--- src/rtl/pwm_note_sequencer_if.sv ---
// Note command channel for the PWM note sequencer.
// Valid/ready handshake carrying a phase step and a duration.
interface pwm_note_sequencer_if #(
  parameter int PHASE_W = 24,
  parameter int DUR_W   = 16
) ();
  logic               cmd_valid;
  logic               cmd_ready;
  logic [PHASE_W-1:0] cmd_phase_inc;
  logic [DUR_W-1:0]   cmd_duration;

  modport master (
    output cmd_valid,
    output cmd_phase_inc,
    output cmd_duration,
    input  cmd_ready
  );

  modport slave (
    input  cmd_valid,
    input  cmd_phase_inc,
    input  cmd_duration,
    output cmd_ready
  );
endinterface

--- src/rtl/pwm_note_sequencer.sv ---
// Queued note player driving the PWM stage voltage word.
// Prescaled phase accumulator, triangle shaping, silent gaps.
module pwm_note_sequencer #(
  parameter int NBITRES     = 12,
  parameter int PRESCALE    = 1024,
  parameter int PHASE_W     = 24,
  parameter int DUR_W       = 16,
  parameter int FIFO_DEPTH  = 4,
  parameter int GAP_SAMPLES = 64
) (
  input  logic                 clk,
  input  logic                 rst_n,
  pwm_note_sequencer_if.slave  cmd,
  input  logic                 flush,
  output logic [NBITRES-1:0]   ubit_voltage,
  output logic                 sample_strobe,
  output logic                 busy,
  output logic                 note_done
);

  localparam int PW = (PRESCALE > 1) ? $clog2(PRESCALE) : 1;
  localparam int AW = $clog2(FIFO_DEPTH);
  localparam int CW = AW + 1;
  localparam int GW = $clog2(GAP_SAMPLES + 2);

  localparam logic [PW-1:0] P_LAST = PW'(PRESCALE - 1);
  localparam logic [CW-1:0] FULL_N = CW'(FIFO_DEPTH);
  localparam logic [GW-1:0] G_LAST = GW'(GAP_SAMPLES - 1);
  localparam logic [NBITRES-1:0] MID =
    {1'b1, {(NBITRES-1){1'b0}}};

  localparam logic [1:0] S_IDLE = 2'd0;
  localparam logic [1:0] S_LOAD = 2'd1;
  localparam logic [1:0] S_PLAY = 2'd2;
  localparam logic [1:0] S_GAP  = 2'd3;
  localparam logic [1:0] S_POST =
    (GAP_SAMPLES == 0) ? S_IDLE : S_GAP;

  logic [1:0]         state;
  logic [PW-1:0]      pcnt;
  logic [PHASE_W-1:0] acc;
  logic [PHASE_W-1:0] inc_reg;
  logic [DUR_W-1:0]   remaining;
  logic [GW-1:0]      gcnt;

  logic [PHASE_W-1:0] inc_mem [FIFO_DEPTH];
  logic [DUR_W-1:0]   dur_mem [FIFO_DEPTH];
  logic [AW-1:0]      wr_ptr;
  logic [AW-1:0]      rd_ptr;
  logic [CW-1:0]      count;
  logic               full;
  logic               empty;
  logic               push;
  logic               pop;

  logic [NBITRES:0]   p;
  logic [NBITRES-1:0] tri_v;

  assign full  = (count == FULL_N);
  assign empty = (count == '0);
  assign push  = cmd.cmd_valid & cmd.cmd_ready;
  assign pop   = (state == S_LOAD);
  assign busy  = (state != S_IDLE);

  assign cmd.cmd_ready = rst_n & ~flush & ~full;

  assign p     = acc[PHASE_W-1 -: NBITRES+1];
  assign tri_v = p[NBITRES] ? ~p[NBITRES-1:0]
                            : p[NBITRES-1:0];

  // Free-running sample-rate prescaler and strobe
  always_ff @(posedge clk) begin
    if (!rst_n) begin
      pcnt          <= '0;
      sample_strobe <= 1'b0;
    end else begin
      sample_strobe <= (pcnt == P_LAST);
      pcnt <= (pcnt == P_LAST) ? '0 : pcnt + 1'b1;
    end
  end

  // Command queue storage, written on accepted pushes
  always_ff @(posedge clk) begin
    if (push) begin
      inc_mem[wr_ptr] <= cmd.cmd_phase_inc;
      dur_mem[wr_ptr] <= cmd.cmd_duration;
    end
  end

  // Queue pointers and occupancy
  always_ff @(posedge clk) begin
    if (!rst_n || flush) begin
      wr_ptr <= '0;
      rd_ptr <= '0;
      count  <= '0;
    end else begin
      if (push) wr_ptr <= wr_ptr + 1'b1;
      if (pop)  rd_ptr <= rd_ptr + 1'b1;
      unique case (1'b1)
        push && !pop: count <= count + 1'b1;
        pop && !push: count <= count - 1'b1;
        default: ;
      endcase
    end
  end

  // Note player: load, play per strobe, gap, idle
  always_ff @(posedge clk) begin
    if (!rst_n || flush) begin
      state        <= S_IDLE;
      acc          <= '0;
      inc_reg      <= '0;
      remaining    <= '0;
      gcnt         <= '0;
      ubit_voltage <= MID;
      note_done    <= 1'b0;
    end else begin
      note_done <= 1'b0;
      unique case (state)
        S_IDLE: begin
          ubit_voltage <= MID;
          if (!empty) state <= S_LOAD;
        end
        S_LOAD: begin
          inc_reg   <= inc_mem[rd_ptr];
          remaining <= dur_mem[rd_ptr];
          acc       <= '0;
          gcnt      <= '0;
          if (dur_mem[rd_ptr] == '0) begin
            note_done <= 1'b1;
            state     <= S_POST;
          end else begin
            state <= S_PLAY;
          end
        end
        S_PLAY: begin
          if (sample_strobe) begin
            ubit_voltage <= (inc_reg == '0) ? MID : tri_v;
            acc       <= acc + inc_reg;
            remaining <= remaining - 1'b1;
            if (remaining == DUR_W'(1)) begin
              note_done <= 1'b1;
              state     <= S_POST;
            end
          end
        end
        S_GAP: begin
          if (sample_strobe) begin
            ubit_voltage <= MID;
            if (gcnt == G_LAST) begin
              state <= empty ? S_IDLE : S_LOAD;
            end else begin
              gcnt <= gcnt + 1'b1;
            end
          end
        end
        default: state <= S_IDLE;
      endcase
    end
  end

endmodule

--- src/flat_wrapper.sv ---
// flat-port wrapper written by rule: the top's interface ports become plain ports
module pwm_note_sequencer_flat 
#(
  parameter int NBITRES     = 12,
  parameter int PRESCALE    = 1024,
  parameter int PHASE_W     = 24,
  parameter int DUR_W       = 16,
  parameter int FIFO_DEPTH  = 4,
  parameter int GAP_SAMPLES = 64
)
  (clk, rst_n, flush, ubit_voltage, sample_strobe, busy, note_done, cmd_cmd_valid, cmd_cmd_phase_inc, cmd_cmd_duration, cmd_cmd_ready);
  pwm_note_sequencer_if #(.PHASE_W(PHASE_W), .DUR_W(DUR_W)) cmd_i ();
  input  logic clk;
  input  logic rst_n;
  input  logic flush;
  output logic [NBITRES-1:0] ubit_voltage;
  output logic sample_strobe;
  output logic busy;
  output logic note_done;
  input wire logic [$bits(cmd_i.cmd_valid)-1:0] cmd_cmd_valid;
  input wire logic [$bits(cmd_i.cmd_phase_inc)-1:0] cmd_cmd_phase_inc;
  input wire logic [$bits(cmd_i.cmd_duration)-1:0] cmd_cmd_duration;
  output wire logic [$bits(cmd_i.cmd_ready)-1:0] cmd_cmd_ready;
  assign cmd_i.cmd_valid = cmd_cmd_valid;
  assign cmd_i.cmd_phase_inc = cmd_cmd_phase_inc;
  assign cmd_i.cmd_duration = cmd_cmd_duration;
  assign cmd_cmd_ready = cmd_i.cmd_ready;
  pwm_note_sequencer #(.NBITRES(NBITRES), .PRESCALE(PRESCALE), .PHASE_W(PHASE_W), .DUR_W(DUR_W), .FIFO_DEPTH(FIFO_DEPTH), .GAP_SAMPLES(GAP_SAMPLES)) u_core (.clk(clk), .rst_n(rst_n), .cmd(cmd_i), .flush(flush), .ubit_voltage(ubit_voltage), .sample_strobe(sample_strobe), .busy(busy), .note_done(note_done));
endmodule
--- config.mk ---
export PLATFORM = sky130hd
export DESIGN_NAME = pwm_note_sequencer_flat
export DESIGN_NICKNAME = d
export VERILOG_FILES = /design/src/rtl/pwm_note_sequencer_if.sv /design/src/rtl/pwm_note_sequencer.sv /design/src/flat_wrapper.sv
export SDC_FILE = /design/constraint.sdc
export NUM_CORES = 1
export LEC_CHECK = 0
export ABC_CLOCK_PERIOD_IN_PS = 6350
export CORE_ASPECT_RATIO = 1.5
export CORE_UTILIZATION = 65
export CTS_CLUSTER_DIAMETER = 120
export DETAILED_ROUTE_END_ITERATION = 8
export PLACE_DENSITY = 0.9
export SLEW_MARGIN = 20
export SYNTH_ARGS = -nofsm -noshare
export SYNTH_HDL_FRONTEND = slang
export SYNTH_SLANG_ARGS = --single-unit
--- constraint.sdc ---
create_clock -name clk -period 6.35 [get_ports clk]
set_clock_uncertainty 0.15 [all_clocks]
set_input_delay 1.905 -clock clk [delete_from_list [all_inputs] [get_ports clk]]
set_output_delay 1.905 -clock clk [all_outputs]
set_load 0.005 [all_outputs]
* Word level (Yosys, flattened, before mapping) *
Memory sizes are Yosys's and may differ from the RTL's. A register that Yosys moved wholly into a read port is not among the register bits.
Cells that the tools add are included.

storage, ports and cells
  register bits = 80
  RAM bits = 160
  bits of input ports = 44
  output and inout bits = 16
  memories kept = 2

operators by class
  $add $sub $neg = 8
  equality and inequality tests = 13
  multiplexer cells = 29
  bitwise gates (word level) = 7
  reduce and logical (&&, ||, !) cells = 20

memories
  name            depth  width  rd ports  clocked after memory_dff  write ports  RTL line                  RTL
  u_core.inc_mem  4      24     1         1                         1            pwm_note_sequencer.sv:46  logic [PHASE_W-1:0] inc_mem [FIFO_DEPTH];
  u_core.dur_mem  4      16     1         1                         1            pwm_note_sequencer.sv:47  logic [DUR_W-1:0] dur_mem [FIFO_DEPTH];

operators by type and width
  operator               count
  $mux 12                4
  $pmux 24 s2            1
  $pmux 12 s3            1
  $pmux 16 s2            1
  $add 24x24->24         1
  $logic_not 24->1       1
  $mux 24                1
  $eq 16x1->1 const B    1
  $logic_not 16->1       1
  $mux 16                1
  $sub 16x1->16 const B  1
  $mux 2                 7
  $mux 7                 2
  $pmux 7 s2             1
  $not 12->12            1
  $add 10x1->10 const B  1
  $eq 10x10->1 const B   1
  $ne 2x1->1 const B     4
  $pmux 2 s4             1
  $reduce_bool 2->1      4
  $add 7x1->7 const B    1
  $eq 7x6->1 const B     1
  $mux 1                 7
  $pmux 3 s2             1
  20 further kinds       31

* Logic depth before layout (Yosys ltp) *
  depth in word-level cells = 7
  depth in mapped cells = 10
  depth with buffers taken out = 10

* Least setup slack after synthesis *
Ideal clock, no wire load.

  path kind = input to output
  from = input flush
  to = output cmd_cmd_ready
  arrival = 2.338 ns
  required time = 4.295 ns
  path slack = 1.957 ns
  stages on the path = 2
  path buffers = 0
  cell sequence = nand2b_1 > a31oi_1

between the ends
  cells in the longest elaborated chain, start to end = 3

RTL lines
  what                       RTL line                  RTL
  from (decl)                flat_wrapper.sv:15        input logic flush;
  $not 1->1                  pwm_note_sequencer.sv:65  assign cmd.cmd_ready = rst_n & ~flush & ~full;
  $and 1x1->1 (2 in series)  pwm_note_sequencer.sv:65
  to (decl)                  flat_wrapper.sv:23        output wire logic [$bits(cmd_i.cmd_ready)-1:0] cmd_cmd_ready;

Every way passes these cells.

* Worst setup path in the final report *
Same ends and word-level chain as after synthesis.

==> impl_results.md <==
* Outcome: finished clean
* Hold_sp: u_core.gcnt[6]
* Pre-CTS setup slack at about 0.82 ns
* Power per cell area at 262.9 nW/um2
* Clk sinks at roughly 270
* CP Max Fanout at 6
* CTS root buffer: clkbuf_16
* Setup TNS at 0 ns
* CTS clk-pin slew, worst paths at 0.07 ns
* Critical-path cell list: clkdlybuf4s50_1, nand2b_2, a31oi_1, clkdlybuf4s50_1
* P&R area growth vs syn at 13.56%
* Worst Tran Pin Value at 1.079 ns
* Fill cells at around 1000
* R2R Path Start: u_core.state[1]
* # Max-Cap Violations at 0
* Number of setup violations in the final report at 0
* Top reg by flops: u_core.inc_mem
* Antenna Violating Nets Remaining at 0
* Clock power share at 43.3%
* Combinational group share of total power at 3.1%
* Int Pwr at between 2000 and 3000 uW
* Ranking of synthesized cells by area: edfxtp_1 (42%), dfxtp_1 (18%), mux4_2 (7.8%), ha_1 (4.0%), nor2_1 (3.5%)
* Initial Util at 66.64%
* Via Count at between 7000 and 8000
* Via density at 6.435
* WHS Endpoint: u_core.gcnt[6]
* Fmax at 0.1811 GHz
* R2R cell count at 8
* Minimum clock period after layout at 5.522 ns
* H-tree levels at 1
* Synthesized area at ~12000 um2
* Critical Path Slowest Stage Cell: clkdlybuf4s50_1
* Final hold violations at 0
* Mean area per synthesized cell at ~13 um2
* Slew margin rel. at 28.05%
* Top post-synthesis cells by count: edfxtp_1 (160), nor2_1 (107), dfxtp_1 (106), nand2_1 (58), a21oi_1 (44)
* Chip width at 110.9 um
* 1st-pass router iterations at 6
* Top-area cell type share of the netlist area at 41.56%
* Seq pwr share at 53.6%
* Hold Buf Count CTS at 0
* DR iter-0 viols at 656
* GRT Util Overall at 26.99%
* Final setup margin at 0.8279 ns
* Final net count at between 1000 and 1500
* Clk Latency, worst-skew pair at around 0.51 ns
* Avg WL per Cell at 20.53 um
* Die height at 165.3 um
* Reg2reg end: u_core.remaining[9]
* Syn Inst Count at 900
* Crit path largest cell delay at between 0.5 and 0.6 ns
* Tot Pwr at 3451 uW
* CP endpoint kind: primary output
* Psw at 663.9 uW
* Startpoint Class: primary input
* Initial antenna violation count at 0
* Critical Path AT at 3.47 ns
* Synth area leader: edfxtp_1
* Row cnt at 59
* Die area at 18330 um2
* R2r setup slk at between 3 and 4 ns
* CTS Buf Count at 24
* Cell variety after synth at 63
* Diodes inserted at 0
* Post-CTS Setup Bufs at 0
* Buf+Inv Stages, Crit Path at 2
* Post-synthesis sequential area ratio at 59.91%
* Crit path required time at 4.30 ns
* Post-Syn Nets at 983
* Share of synthesized registers carrying an async set or reset at 0%
* RSZ-0062 raised after global routing: no
* Max reg flops at 96
* Final slew viol count at 0
* Ys flop type: edfxtp_1
* Vias in the first global route at 7853
* CORE AREA at 17350 um2
* Num ports at 60
* Worst path most repeated cell: clkdlybuf4s50_1
* Input/output buffers at just under 60
* Clock buffer depth at 3
* Post-DP HPWL at 15920 um
* EDFF count, synth at 160
* Worst vdd ir at approximately 360 uV
* Net Sw Frac at 19.24%
* Largest delay contributor family on the critical path: buffers and inverters
* Post-CTS sizing at 0
* Hold path cells at 2
* Worst hold path class: reg2reg
* Aggregate routed wire length at 24230 um
* Post-Route Utilization at 75.68%
* DRC errors left at 0
* Pin count of the biggest net entering global routing at 75
* Crit Path Class: in2out
* Grt ovf at 0
* Yosys warns at 0
* Top-count cell post-synth: edfxtp_1
* Share of post-route cells with drive strength above 1 at 10.55%
* CTS tree: yes
* GP Congestion at 0.9057
* First-pass GRT wire length at just under 40000 um
* Final period util at 86.96%
* Seq cells post-synth at between 200 and 300
* LEAKAGE at approximately 0.0045 uW
* Leading registers by flop count: u_core.inc_mem x96, u_core.dur_mem x64
how the worst max path moves through the flow:
stage | slack, ns | depth (start not counted) | from | to
final | 0.83 | 4 | flush | cmd_cmd_ready
after global routing | 0.73 | 4 | rst_n | cmd_cmd_ready
after CTS | 0.82 | 4 | flush | cmd_cmd_ready
after detailed placement | 0.82 | 4 | flush | cmd_cmd_ready
after global placement | 0.91 | 4 | flush | cmd_cmd_ready
after floorplan | 1.96 | 2 | flush | cmd_cmd_ready
power by group through the flow:
stage / combinational (uW) / sequential [uW] / clock [uW]
after floorplan: 51.8 / 1880 / 0
after global placement: 101 / 1880 / 0
after detailed placement: 105 / 1890 / 0
after CTS: 107 / 1850 / 1510
after global routing: 114 / 1850 / 1580
final: 107 / 1850 / 1500
cell usage in the layout (no fill, tap or decap), types with 4 or more instances in the layout:
cell / n
and2_1: 4
clkbuf_16: 25
ha_1: 36
mux2_2: 4
clkbuf_8: 4
xnor2_1: 11
xor2_1: 31
a221oi_1: 5
inv_1: 18
nand4_1: 10
mux4_2: 40
nand2_1: 58
and3_2: 4
nor4_1: 14
clkbuf_1: 7
a211oi_1: 7
o21ai_0: 32
nor2_1: 107
clkdlybuf4s50_1: 59
a21oi_1: 44
or3_1: 7
mux2i_1: 30
and3_1: 9
edfxtp_1: 160
nand3_1: 20
nor3_1: 10
buf_4: 7
a21o_1: 11
dfxtp_1: 105
o211ai_1: 4
a22oi_1: 22
final cells by class:
class,instances,area [um2],share of cell area [%]
Clock inverter,6,108.9,0.8291
Multi-Input combinational cell,573,4398,33.50
Inverter,18,67.56,0.5146
Timing Repair Buffer,66,643.1,4.899
Tap cell,213,266.5,2.030
Sequential cell,266,6928,52.77
Clock buffer,38,716.9,5.461
cell families (layout without fill, tap and decap cells):
family                     count (synthesis)  after routing  share of synthesized area [%]
AOI/OAI and AO/OA                        159            159                          9.308
xor gates and xnor gates                  42             42                          3.182
adders and majority gates                 39             39                          4.351
buffers and inverters                     61            128                          2.132
DFF                                      266            266                          59.91
muxes                                     74             74                          10.78
and+or+nand+nor                          259            259                          10.34
metal layers:
metal	vias to the layer above	track usage [%]	part of all wire (%)
met2	290	50.08	52
met4	0	15.82	5.0
met3	95	3.869	5.1
li1	3505	-	-
met5	-	0	0
met1	3703	29.44	37
worst register-to-register path, delay by kind of cell, from the launching register on:
kind                       cells  cell delay [ns]
AOI/OAI and AO/OA              2             0.44
adders and majority gates      1             0.24
DFF                            1             0.42
and+or+nand+nor                2             1.03
buffers and inverters          3             0.62
stage by stage:
stage	instances	hold slack (ns)	area, um2
2_1_floorplan	900	0.2632	11560
3_3_place_gp	1136	0.2752	12300
3_5_place_dp	1136	0.2811	12300
4_1_cts	1180	0.3180	13130
5_1_grt	1180	0.3294	13130
6_report	1180	0.3182	13130
Note: power is estimated with default switching activity, not from simulation.
